### src/rtl/eeg_comp_pkg.sv
// Shared constants for the EEG compression datapath: default widths and the
// threshold-stage sequencer state encoding.
package eeg_comp_pkg;

  localparam int DATA_W_DEF = 8;
  localparam int LEN_W_DEF  = 10;

  localparam logic [1:0] ST_IDLE  = 2'd0;
  localparam logic [1:0] ST_RUN   = 2'd1;
  localparam logic [1:0] ST_DRAIN = 2'd2;
  localparam logic [1:0] ST_DONE  = 2'd3;

endpackage

### src/rtl/hard_thresh_core.sv
// Combinational hard threshold: |x| < thr forces zero, otherwise x passes.
// zeroed flags only genuine suppressions (a nonzero input forced to zero).
module hard_thresh_core
  import eeg_comp_pkg::*;
#(
  parameter int DATA_W = DATA_W_DEF
) (
  input  logic signed [DATA_W-1:0] x,
  input  logic        [DATA_W-2:0] thr,
  output logic signed [DATA_W-1:0] y,
  output logic                     zeroed
);

  logic [DATA_W:0] mag;
  logic            below;

  // One extra bit so the most negative code has a representable magnitude.
  always_comb begin
    mag    = x[DATA_W-1] ? ({1'b0, ~x} + (DATA_W+1)'(1)) : {1'b0, x};
    below  = mag < {2'b00, thr};
    zeroed = below && (x != '0);
    y      = below ? '0 : x;
  end

endmodule

### src/rtl/threshold_ctrl.sv
// Frame sequencer for the hard-threshold stage: streams frame_len coefficients
// through a registered threshold under valid/ready and reports a zero count.
module threshold_ctrl
  import eeg_comp_pkg::*;
#(
  parameter int DATA_W = DATA_W_DEF,
  parameter int LEN_W  = LEN_W_DEF
) (
  input  logic                     clk,
  input  logic                     rst_n,
  input  logic                     start,
  input  logic        [LEN_W-1:0]  frame_len,
  input  logic        [DATA_W-2:0] thr,
  input  logic                     abort,
  input  logic                     in_valid,
  input  logic signed [DATA_W-1:0] in_data,
  output logic                     in_ready,
  output logic                     out_valid,
  output logic signed [DATA_W-1:0] out_data,
  output logic                     out_last,
  input  logic                     out_ready,
  output logic                     busy,
  output logic                     done,
  output logic        [LEN_W-1:0]  zero_cnt
);

  logic [1:0]               state_q, state_d;
  logic [LEN_W-1:0]         remaining_q, remaining_d;
  logic [LEN_W-1:0]         zero_cnt_q, zero_cnt_d;
  logic [DATA_W-2:0]        thr_q, thr_d;
  logic signed [DATA_W-1:0] out_data_q, out_data_d;
  logic                     out_valid_q, out_valid_d;
  logic                     out_last_q, out_last_d;

  logic signed [DATA_W-1:0] th_y;
  logic                     th_zeroed;
  logic                     in_acc;
  logic                     out_acc;

  hard_thresh_core #(.DATA_W(DATA_W)) u_core (
    .x      (in_data),
    .thr    (thr_q),
    .y      (th_y),
    .zeroed (th_zeroed)
  );

  // The output register may reload in the same cycle its current beat leaves.
  assign in_ready = (state_q == ST_RUN) && (remaining_q != '0) &&
                    (!out_valid_q || out_ready);
  assign in_acc   = in_valid && in_ready;
  assign out_acc  = out_valid_q && out_ready;

  always_comb begin
    // NOTE: every next-state signal gets a hold default first so no path
    // through the branches below leaves a variable unassigned (no latches).
    state_d     = state_q;
    remaining_d = remaining_q;
    zero_cnt_d  = zero_cnt_q;
    thr_d       = thr_q;
    out_data_d  = out_data_q;
    out_valid_d = out_valid_q;
    out_last_d  = out_last_q;

    if (out_acc) begin
      out_valid_d = 1'b0;
      out_last_d  = 1'b0;
    end

    if (in_acc) begin
      out_data_d  = th_y;
      out_valid_d = 1'b1;
      out_last_d  = (remaining_q == LEN_W'(1));
      remaining_d = remaining_q - LEN_W'(1);
      if (th_zeroed && (zero_cnt_q != '1)) begin
        zero_cnt_d = zero_cnt_q + LEN_W'(1);
      end
    end

    case (state_q)
      ST_IDLE: begin
        if (start) begin
          remaining_d = frame_len;
          thr_d       = thr;
          zero_cnt_d  = '0;
          state_d     = (frame_len == '0) ? ST_DONE : ST_RUN;
        end
      end
      ST_RUN: begin
        if (in_acc && (remaining_q == LEN_W'(1))) begin
          state_d = ST_DRAIN;
        end
      end
      ST_DRAIN: begin
        if (out_acc && out_last_q) begin
          state_d = ST_DONE;
        end
      end
      ST_DONE: state_d = ST_IDLE;
      default: state_d = ST_IDLE;
    endcase

    // Abort overrides everything, including a start seen in the same cycle.
    if (abort) begin
      state_d     = ST_IDLE;
      remaining_d = remaining_q;
      zero_cnt_d  = zero_cnt_q;
      thr_d       = thr_q;
      out_valid_d = 1'b0;
      out_last_d  = 1'b0;
    end
  end

  // NOTE: sequential state uses non-blocking assignments so every register
  // samples the pre-edge value of its neighbours.
  always_ff @(posedge clk or negedge rst_n) begin
    if (!rst_n) begin
      state_q     <= ST_IDLE;
      remaining_q <= '0;
      zero_cnt_q  <= '0;
      thr_q       <= '0;
      out_data_q  <= '0;
      out_valid_q <= 1'b0;
      out_last_q  <= 1'b0;
    end else begin
      state_q     <= state_d;
      remaining_q <= remaining_d;
      zero_cnt_q  <= zero_cnt_d;
      thr_q       <= thr_d;
      out_data_q  <= out_data_d;
      out_valid_q <= out_valid_d;
      out_last_q  <= out_last_d;
    end
  end

  assign out_valid = out_valid_q;
  assign out_data  = out_data_q;
  assign out_last  = out_last_q;
  assign zero_cnt  = zero_cnt_q;
  assign busy      = (state_q != ST_IDLE);
  assign done      = (state_q == ST_DONE);

endmodule

### config.mk
export PLATFORM = sky130hd
export DESIGN_NAME = threshold_ctrl
export DESIGN_NICKNAME = d
export VERILOG_FILES = /design/src/rtl/eeg_comp_pkg.sv /design/src/rtl/hard_thresh_core.sv /design/src/rtl/threshold_ctrl.sv
export SDC_FILE = /design/constraint.sdc
export NUM_CORES = 1
export LEC_CHECK = 0
export ABC_AREA = 1
export CAP_MARGIN = 30
export CORE_MARGIN = 10
export CORE_UTILIZATION = 52
export CTS_BUF_LIST = sky130_fd_sc_hd__clkbuf_16
export DETAILED_ROUTE_END_ITERATION = 16
export PLACE_DENSITY = 0.91
export SLEW_MARGIN = 25
export SYNTH_ARGS = -nofsm -noshare
export SYNTH_HDL_FRONTEND = slang
export SYNTH_HIERARCHICAL = 1
export SYNTH_SLANG_ARGS = --single-unit
### constraint.sdc
create_clock -name clk -period 2.5 [get_ports clk]
set_clock_uncertainty 0.2 [all_clocks]
set_input_delay 0.75 -clock clk [delete_from_list [all_inputs] [get_ports clk]]
set_output_delay 0.75 -clock clk [all_outputs]
set_load 0.05 [all_outputs]
==> flow_summary.yaml, run 1 <==
critical_path:
  worstPathMaxFanout: 4
  cpPeakStageDelay_ns: 0.31
  crit_path_cell_trace: "buf_8 -> inv_8 -> ha_4 -> inv_4 -> nor2_4 -> nand4_1 -> nand2_1 -> xor2_1 -> ha_1 -> a21oi_4 -> a21boi_4 -> nand2_2 -> nor2_2 -> nand2_2 -> nor2_4 -> buf_4 -> buf_6 -> a21oi_2 -> o22ai_1"
  worstSetupEndpointType: "flip-flop"
  crit_required_ns: 2.51
  start_kind: "input pin"
  r2r_slack_ns: 0.15
  slowest_stage: "ha_1"
  r2r_cells: 17
  crit_family: "simple AND/OR/NAND/NOR gates"
  worstSetupPathType: "in2reg"
  cp.arrival_ns: 3.13
  rr_startpoint: "thr_q[2]$_DFFE_PN0P_"
  r2r-end: "zero_cnt[3]$_DFFE_PN0N_"
  crit_buf_inv: 5
synth:
  avgSynthCellArea_um2: 7.54
  synth.ff_latch_count: 39
  synth_nets: 413
  synth_edf_count: 0
  synthCells: 367
  syn-cell-area_mm2: 0.00277
  yosysSeqAreaShare_pct: 35.3
  synthDistinctLibCells: 40
  synth-async-reset-ratio_pct: 100
  synth.yosys.warnings: 6
  synth_flop_cell: "dfrtp_1"
routing:
  routed_wl_mm: 9.95
  drtIter0Drc: 293
  via_per_inst: 5.79
  wire_per_inst_um: 18.3
  dr.pass1.iters: 8
  ant_nets: 0
  via_count: 3142
  drc_errors: 0
clock_network:
  path_clk_slew_ns: 0.06
  clock_latency_ns: 0.29
  numClockSinks: 39
  cts_tree: "built"
  clockRootBuffer: "clkbuf_16"
  cts_buffers: 5
  cts_buffer_depth: 2
  cts_hold_buf: 0
  cts_max_level: 2
sta:
  max_freq_mhz: 321
  hold_viol_final: 0
  rsz0062_at_grt: "yes"
  fin_crit_sh_pct: 125
  maxSlewViolCount: 0
  worst_slack_ns: -0.617
  tns_ns: -9.28
  tightest_slew_ns: 0.505
  slew_headroom_pct: 66.1
  setup_violations: 18
  period_minus_slack_ns: 3.12
global_route:
  grt_max_degree: 18
  grt_pass1_wl_mm: 15.9
  grt_usage_pct: 22.8
  antenna_found_initial: 0
  first_global_vias: 3257
  grt-ovfl-total: 0
layout:
  fin_area_mm2: 0.00401
  layout_commonest_cell: "nand2_1"
  nets: 518
  layout_common_cells: "95 x nand2_1, 57 x buf_4, 39 x dfrtp_1"
  post-route-util_pct: 78.0
  stdcell_count: 543
  insertedDiodeCount: 0
  final_layout_size_suffix_gt1_share_pct: 30.7
  areaGrowthSynthToFinish_pct: 44.9
status:
  failed_checks: "setup timing"
  status: "finished, violations left"
place:
  dpl.cell_count: 518
  place_congestion: 0.899
  portBuffers: 53
  dp_hpwl_mm: 5.98
  postPlaceCellArea_mm2: 0.00363
floorplan:
  die_x_um: 92.9
  rows: 26
  start_util_pct: 53.8
  coreArea_mm2: 0.00514
  die_h_um: 92.9
  die_area_mm2: 0.00864
  ioPinCount: 54
pwr:
  ir_drop_mv: 0.634
  leakage_nw: 1.98
  power_density_mw_per_mm2: 1030
min_path:
  hp-class: "in2async"
run:
  maxCapViolCount: 0
==> cells by family (layout without fill, tap and decap cells) <==
logic type,Yosys count,after routing,synth area share (%)
compound gates,45,45,9.77
xor+xnor,6,6,1.90
fa+ha+maj,15,15,6.78
buf+inv,57,162,9.50
flops,39,39,35.3
mux,7,7,2.85
simple gates,198,199,33.9
==> worst max-delay path by stage <==
stage / start / endpoint / slack (ns) / depth (start not counted)
2_1_floorplan: in_data[0] / zero_cnt[4]$_DFFE_PN0N_ / -0.52 / 19
3_3_place_gp: in_data[0] / zero_cnt[4]$_DFFE_PN0N_ / -1.09 / 21
3_5_place_dp: in_data[0] / zero_cnt[4]$_DFFE_PN0N_ / -1.21 / 21
4_1_cts: in_data[0] / zero_cnt[4]$_DFFE_PN0N_ / -0.48 / 20
5_1_grt: in_data[1] / zero_cnt[6]$_DFFE_PN0N_ / -0.79 / 18
6_report: in_data[1] / zero_cnt[3]$_DFFE_PN0N_ / -0.62 / 19
==> layout make-up <==
| class | count | area, µm² |
|---|---|---|
| clock buffers | 5 | 125 |
| clock inverters | 3 | 43.8 |
| fillers | 324 | 1130 |
| inverters | 50 | 224 |
| multi-input cells | 272 | 1620 |
| flip-flops and latches | 39 | 976 |
| well taps | 70 | 87.6 |
| repair buffers | 104 | 930 |
==> report_power, final <==
group	switching (mW)	internal, mW	leakage (nW)
Combinational	1.41	0.894	1.39
Sequential	0.206	0.848	0.503
Clock	0.281	0.471	0.0838
==> layer usage <==
metal  GRT usage (%)  vias to the layer above  share of wire (%)
met3            6.94                       75                8.7
met5               0                        -                  0
met1            23.7                     1468                 35
met2            39.0                      214                 50
li1                -                     1385                  -
met4            15.0                        0                6.4
==> timing repair <==
| action | in CTS | in global routing |
|---|---|---|
| resized for setup | 41 | 9 |
| pin swaps | 19 | 16 |
| hold endpoints to repair | 0 | 0 |
| gates cloned | 1 | 0 |
| setup endpoints to repair | 19 | 19 |
| setup buffers | 14 | 7 |
==> cell usage after synthesis (2+ instances only) <==
library cell	number	share of area, %
a21oi_1	22	4.0
clkbuf_1	2	0.27
clkinv_1	3	0.41
dfrtp_1	39	35
ha_1	15	6.8
inv_1	39	5.3
inv_2	5	0.68
mux2_2	7	2.8
nand2_1	99	13
nand2_2	11	2.5
nand3_1	24	4.3
nand3_2	2	0.72
nand3_4	2	1.3
nand4_1	7	1.6
nor2_1	31	4.2
nor2_2	10	2.3
nor2_4	3	1.2
nor3_1	5	0.90
nor3b_1	2	0.54
o211ai_1	3	0.81
o21ai_0	6	1.1
o21ai_1	7	1.3
o22ai_1	2	0.45
xor2_1	5	1.6
==> flip-flops by register name, indices dropped and copies added, names as in the netlist <==
name and cells:
zero_cnt 10, out_last 1, out_data 8, out_valid 1, state_q 2, thr_q 7, remaining_q 10
==> worst reg2reg max path, cell delays in order (launching register included) <==
cell	delay [ns]
dfrtp_1	0.35
inv_1	0.05
ha_1	0.31
nand2_1	0.09
clkinv_1	0.06
nand2_1	0.07
nand2_1	0.07
nand2_1	0.06
nand2_1	0.06
nand2_2	0.09
nand2_2	0.08
nor2_2	0.14
nand2_2	0.11
nor2_4	0.16
buf_4	0.14
buf_6	0.09
a21oi_2	0.05
o22ai_1	0.12
==> through the flow <==
| stage | setup WS (ns) | total power [mW] | hold WS, ns |
|---|---|---|---|
| 2_1_floorplan | -0.516 | 2.36 | 0.254 |
| 3_3_place_gp | -1.09 | 2.89 | 0.261 |
| 3_5_place_dp | -1.21 | 2.98 | 0.265 |
| 4_1_cts | -0.479 | 3.88 | 0.186 |
| 5_1_grt | -0.785 | 4.32 | 0.194 |
| 6_report | -0.617 | 4.11 | 0.174 |
No activity file was read; power rests on OpenSTA's default activity.
==> run 2: changes to the inputs <==
--- a/config.mk
+++ b/config.mk
@@ -10,8 +10,9 @@
 export CORE_MARGIN = 10
 export CORE_UTILIZATION = 52
 export CTS_BUF_LIST = sky130_fd_sc_hd__clkbuf_16
+export CTS_CLUSTER_DIAMETER = 200
 export DETAILED_ROUTE_END_ITERATION = 16
-export PLACE_DENSITY = 0.91
+export PLACE_DENSITY = 0.88
 export SLEW_MARGIN = 25
 export SYNTH_ARGS = -nofsm -noshare
 export SYNTH_HDL_FRONTEND = slang
==> constraint.sdc (replaced) <==
create_clock -name clk -period 2.5 [get_ports clk]
set_clock_uncertainty 0.2 [all_clocks]
set_input_delay 0.25 -clock clk [delete_from_list [all_inputs] [get_ports clk]]
set_output_delay 0.25 -clock clk [all_outputs]
set_load 0.05 [all_outputs]
==> run 2 against run 1 <==
  * The flow still finishes with violations (setup timing)
  * Design area fell by 4.4%
  * Critical path depth stayed put
  * Sequential power is essentially flat
  * Critical endpoint is now zero_cnt[2]$_DFFE_PN0N_
  * Largest cell class unchanged
  * Largest power group unchanged
  * Highest routed layer unchanged
==> flow_summary.yaml, run 2 (same netlist as run 1, synthesis figures left out) <==
critical_path:
  slowest_stage: "ha_1"
  crit_family: "simple AND/OR/NAND/NOR gates"
  start_kind: "input pin"
  cp.arrival_ns: 2.51
  worstPathMaxFanout: 5
  crit_required_ns: 2.48
  crit_path_cell_trace: "buf_12 -> inv_16 -> ha_4 -> inv_2 -> nor2_4 -> nand4_1 -> nand2_1 -> xor2_1 -> ha_1 -> a21oi_4 -> a21boi_4 -> nand2_2 -> nor2_4 -> nand2_4 -> buf_6 -> nor2_4 -> nand3_2 -> nand2_1 -> nor2_1"
  worstSetupPathType: "in2reg"
  crit_buf_inv: 4
  path_common_cell: "nor2_4"
  cpPeakStageDelay_ns: 0.30
  worstSetupEndpointType: "flip-flop"
status:
  status: "finished, violations left"
  failed_checks: "setup timing"
place:
  portBuffers: 53
  dp_hpwl_mm: 5.64
  place_congestion: 0.937
  pre_cts_slack_ns: -0.717
clock_network:
  numClockSinks: 39
  clock_latency_ns: 0.29
  cts_max_level: 2
  cts_tree: "built"
  cts_buffers: 5
  clockRootBuffer: "clkbuf_16"
  cts_buffer_depth: 2
  path_clk_slew_ns: 0.06
global_route:
  grt_usage_pct: 18.9
  grt_pass1_wl_mm: 13.5
  antenna_found_initial: 0
  first_global_vias: 2927
  grt-ovfl-total: 0
  grt_max_degree: 40
layout:
  insertedDiodeCount: 0
  layout_common_cells: "97 x nand2_1, 44 x clkdlybuf4s50_1, 39 x dfrtp_1"
  final_layout_size_suffix_gt1_share_pct: 23.1
  nets: 499
  layout_commonest_cell: "nand2_1"
  areaGrowthSynthToFinish_pct: 38.5
  post-route-util_pct: 74.6
floorplan:
  die_area_mm2: 0.00864
  coreArea_mm2: 0.00514
  die_h_um: 92.9
  die_x_um: 92.9
  ioPinCount: 54
  rows: 26
  start_util_pct: 53.8
routing:
  drc_errors: 0
  dr.pass1.iters: 6
  ant_nets: 0
  via_count: 2836
  wire_per_inst_um: 15.3
  routed_wl_mm: 8.01
  drtIter0Drc: 206
  via_per_inst: 5.41
pwr:
  ir_drop_mv: 0.511
  leakage_nw: 1.85
  power.total_mw: 3.65
  power_density_mw_per_mm2: 953
sta:
  tightest_slew_ns: 0.521
  period_minus_slack_ns: 2.53
  max_freq_mhz: 395
  hold_ws_ns: 0.172
  fin_crit_sh_pct: 101
  setup_violations: 3
  tns_ns: -0.0602
  hold_viol_final: 0
  worst_slack_ns: -0.0308
  slew_headroom_pct: 65.2
  rsz0062_at_grt: "yes"
  maxSlewViolCount: 0
min_path:
  hp-class: "in2async"
run:
  maxCapViolCount: 0
run 2: cell count changes in the layout (fill, tap and decap cells not counted), moves of 2 or more:
| cell | change |
|---|---|
| dlymetal6s2s_1 | +2 |
| a21oi_2 | +2 |
| inv_1 | +2 |
| a21oi_1 | -2 |
| buf_6 | -3 |
| o21ai_1 | -2 |
| nand2_1 | +2 |
| nor2_1 | +2 |
| o21ai_0 | +3 |
| dlygate4sd2_1 | -3 |
| clkdlybuf4s50_1 | +15 |
| buf_4 | -29 |
| nand2_2 | -2 |
| clkinvlp_4 | +2 |
run 2: power by group:
part	switching, mW	internal, mW
clock	0.277	0.368
sequential	0.182	0.847
combinational	1.24	0.739
total	1.70	1.95
run 2: final cells by class:
cell class / count / area (µm²)
fillers: 374 / 1310
flip-flops and latches: 39 / 976
clock buffers: 5 / 125
repair buffers: 85 / 802
clock inverters: 3 / 20.0
inverters: 50 / 221
multi-input cells: 272 / 1600
well taps: 70 / 87.6
run 2: what timing repair did:
action,CTS,global route
gates cloned,1,0
hold buffers,1,0
buffers inserted,5,2
resized for setup,21,11
pin swaps,15,18
endpoints found under the setup margin,18,10
endpoints found under the hold margin,39,0
run 2: routing by layer:
layer | up-vias | wire [µm] | global-route usage, %
met4 | 0 | 218 | 8.48
met2 | 110 | 4230 | 33.6
met1 | 1346 | 3040 | 20.8
li1 | 1357 | - | -
met3 | 23 | 519 | 4.68
met5 | - | 0 | 0
run 2: worst paths after layout:
check,from,endpoint,cells past startpoint,slack (ns)
min in group clk,in_data[1],out_data[1]$_DFFE_PN0N_,6,0.19
max,in_data[0],zero_cnt[2]$_DFFE_PN0N_,19,-0.03
min,rst_n,remaining_q[1]$_DFFE_PN0N_,2,0.17
min reg2reg,out_data[4]$_DFFE_PN0N_,out_data[4]$_DFFE_PN0N_,2,0.27
max in group asynchronous,rst_n,thr_q[3]$_DFFE_PN0P_,3,1.49
max reg2reg,thr_q[2]$_DFFE_PN0P_,zero_cnt[2]$_DFFE_PN0N_,17,0.31
run 2: stage by stage:
stage | cell area, µm² | cells
after floorplan | 2820 | 367
after global placement | 3540 | 507
after detailed placement | 3540 | 507
after CTS | 3770 | 522
after global routing | 3830 | 524
final | 3830 | 524
==> run 3: changes to the inputs <==
--- a/config.mk
+++ b/config.mk
@@ -12,7 +12,7 @@
 export CTS_BUF_LIST = sky130_fd_sc_hd__clkbuf_16
 export CTS_CLUSTER_DIAMETER = 200
 export DETAILED_ROUTE_END_ITERATION = 16
-export PLACE_DENSITY = 0.88
+export PLACE_DENSITY = 0.8
 export SLEW_MARGIN = 25
 export SYNTH_ARGS = -nofsm -noshare
 export SYNTH_HDL_FRONTEND = slang
==> run 3 against run 2 <==
  * The flow still finishes with violations (setup timing)
  * Worst setup slack improved by 0.029 ns
  * Final cell count grew 0.95%
  * Sequential share of layout area is 0.30 points lower
  * Clock power shrank 4.2%
  * Sequential power is essentially flat
  * First-iteration DRC count shrank 7.8%
  * Critical path depth shrank 2
  * Design area up 1.2%
  * Combinational power is 3% lower
  * Via count decreased by 3.7%
  * Die area unchanged
  * Routed wire length decreased by 6.1%
  * Critical endpoint is now zero_cnt[5]$_DFFE_PN0N_
  * Highest routed layer unchanged
==> flow_summary.yaml, run 3 (same netlist as run 1, synthesis figures left out) <==
status:
  status: "finished, violations left"
  failed_checks: "setup timing"
layout:
  areaGrowthSynthToFinish_pct: 40.2
  nets: 504
  layout_common_cells: "97 x nand2_1, 44 x clkdlybuf4s50_1, 40 x inv_1"
  final_layout_size_suffix_gt1_share_pct: 24.0
  layout_commonest_cell: "nand2_1"
  insertedDiodeCount: 0
  num-fill-cells: 388
critical_path:
  cp.arrival_ns: 2.48
  crit_family: "simple AND/OR/NAND/NOR gates"
  crit_required_ns: 2.48
  worstPathMaxFanout: 4
  crit_buf_inv: 2
  cpPeakStageDelay_ns: 0.30
  crit_path_cell_trace: "dlygate4sd2_1 -> nor2_4 -> nand4_1 -> nand2_1 -> xor2_1 -> ha_1 -> a21oi_4 -> a21boi_4 -> nand2_2 -> nor2_2 -> nand2_2 -> nor2_4 -> nand2_2 -> inv_4 -> nand3_2 -> nand2_1 -> nor2_1"
  slowest_stage: "ha_1"
  path_common_cell: "nand2_2"
  worstSetupEndpointType: "flip-flop"
  start_kind: "input pin"
  worstSetupPathType: "in2reg"
sta:
  tns_ns: -0.00173
  worst_slack_ns: -0.00173
  max_freq_mhz: 400
  period_minus_slack_ns: 2.50
  slew_headroom_pct: 64.2
  setup_violations: 1
  hold_ws_ns: 0.188
  tightest_slew_ns: 0.535
  rsz0062_at_grt: "yes"
  fin_crit_sh_pct: 100
  hold_viol_final: 0
  maxSlewViolCount: 0
floorplan:
  die_area_mm2: 0.00864
  die_h_um: 92.9
  start_util_pct: 53.8
  coreArea_mm2: 0.00514
  ioPinCount: 54
  rows: 26
  die_x_um: 92.9
global_route:
  grt-ovfl-total: 0
  grt_max_degree: 40
  grt_pass1_wl_mm: 13.1
  antenna_found_initial: 0
  grt_usage_pct: 18.3
  first_global_vias: 2886
clock_network:
  cts_max_level: 2
  cts_buffer_depth: 2
  numClockSinks: 39
  cts_tree: "built"
  clockRootBuffer: "clkbuf_16"
  path_clk_slew_ns: 0.06
  clock_latency_ns: 0.28
  cts_buffers: 5
routing:
  via_count: 2731
  drtIter0Drc: 190
  wire_per_inst_um: 14.2
  via_per_inst: 5.16
  routed_wl_mm: 7.53
  ant_nets: 0
  dr.pass1.iters: 4
  drc_errors: 0
place:
  pre_cts_slack_ns: -0.710
  place_congestion: 0.940
  portBuffers: 53
  dp_hpwl_mm: 5.37
run:
  maxCapViolCount: 0
pwr:
  leakage_nw: 1.87
  power_density_mw_per_mm2: 920
  ir_drop_mv: 0.524
  power.total_mw: 3.57
min_path:
  hp-class: "in2async"
[run 3: cell count changes in the layout (fill, tap and decap cells not counted), moves of 2 or more]
| cell | previous run | this run |
|---|---|---|
| inv_1 | 38 | 40 |
| dlygate4sd2_1 | 3 | 5 |
| nand3_2 | 5 | 3 |
| buf_4 | 28 | 35 |
| inv_4 | 1 | 3 |
| dlymetal6s2s_1 | 2 | 0 |
| buf_6 | 4 | 2 |
| nand3_1 | 21 | 23 |
| clkinvlp_4 | 2 | 0 |
| nor2_4 | 6 | 4 |
[run 3: worst reg2reg max path, cell delays in order, from the launching register on]
cell and delay [ns]:
dfrtp_1 0.35, inv_1 0.06, ha_1 0.30, nand2_1 0.08, clkinv_1 0.05, nand2_1 0.05
nand2_1 0.04, nand2_1 0.05, nand2_1 0.05, nand2_2 0.09, nand2_2 0.05, nor2_2 0.09
nand2_2 0.09, nor2_4 0.15, nand2_2 0.10, inv_4 0.07, nand3_2 0.06, nand2_1 0.07
nor2_1 0.05
[run 3: routing by layer]
layer	vias up	part of all wire (%)	routed length (µm)	track usage, %
li1	1354	-	-	-
met1	1280	41	3120	21.2
met2	81	50	3780	31.1
met3	16	7.0	527	6.13
met4	0	1.3	99	5.66
met5	-	0	0	0
[run 3: worst paths after layout]
check	slack, ns	endpoint	start	cells past startpoint
max	-0.002	zero_cnt[5]$_DFFE_PN0N_	in_data[2]	17
min	0.19	out_data[1]$_DFFE_PN0N_	rst_n	2
max reg2reg	0.32	zero_cnt[5]$_DFFE_PN0N_	thr_q[2]$_DFFE_PN0P_	18
min reg2reg	0.28	out_data[4]$_DFFE_PN0N_	out_data[4]$_DFFE_PN0N_	2
max in group asynchronous	1.46	zero_cnt[7]$_DFFE_PN0N_	rst_n	3
min in group clk	0.20	out_data[1]$_DFFE_PN0N_	in_data[1]	6
[run 3: through the flow]
stage | utilization, % | area [µm²] | std cells
6_report | 75.4 | 3880 | 529
3_3_place_gp | 68.9 | 3540 | 507
3_5_place_dp | 68.9 | 3540 | 507
5_1_grt | 75.4 | 3880 | 529
2_1_floorplan | - | 2820 | 367
4_1_cts | 73.8 | 3790 | 528
[run 3: repair_timing]
action,in CTS,in global routing
pin swaps,16,15
hold buffers,1,0
buffers inserted,12,1
endpoints found under the hold margin,39,0
setup endpoints to repair,18,10
resized for setup,20,14
[run 3: where the power goes]
group          switching, mW  internal [mW]
combinational           1.20          0.732
clock                  0.256          0.361
sequential             0.172          0.848
[run 3: final cells by class]
| type | instances | area (µm²) | area share (%) |
|---|---|---|---|
| multi-input combinational | 271 | 1610 | 41.6 |
| sequential | 39 | 976 | 25.2 |
| timing repair buffer | 91 | 840 | 21.7 |
| inverter | 50 | 225 | 5.81 |
| clock buffer | 5 | 125 | 3.23 |
| tap | 70 | 87.6 | 2.26 |
| clock inverter | 3 | 12.5 | 0.323 |
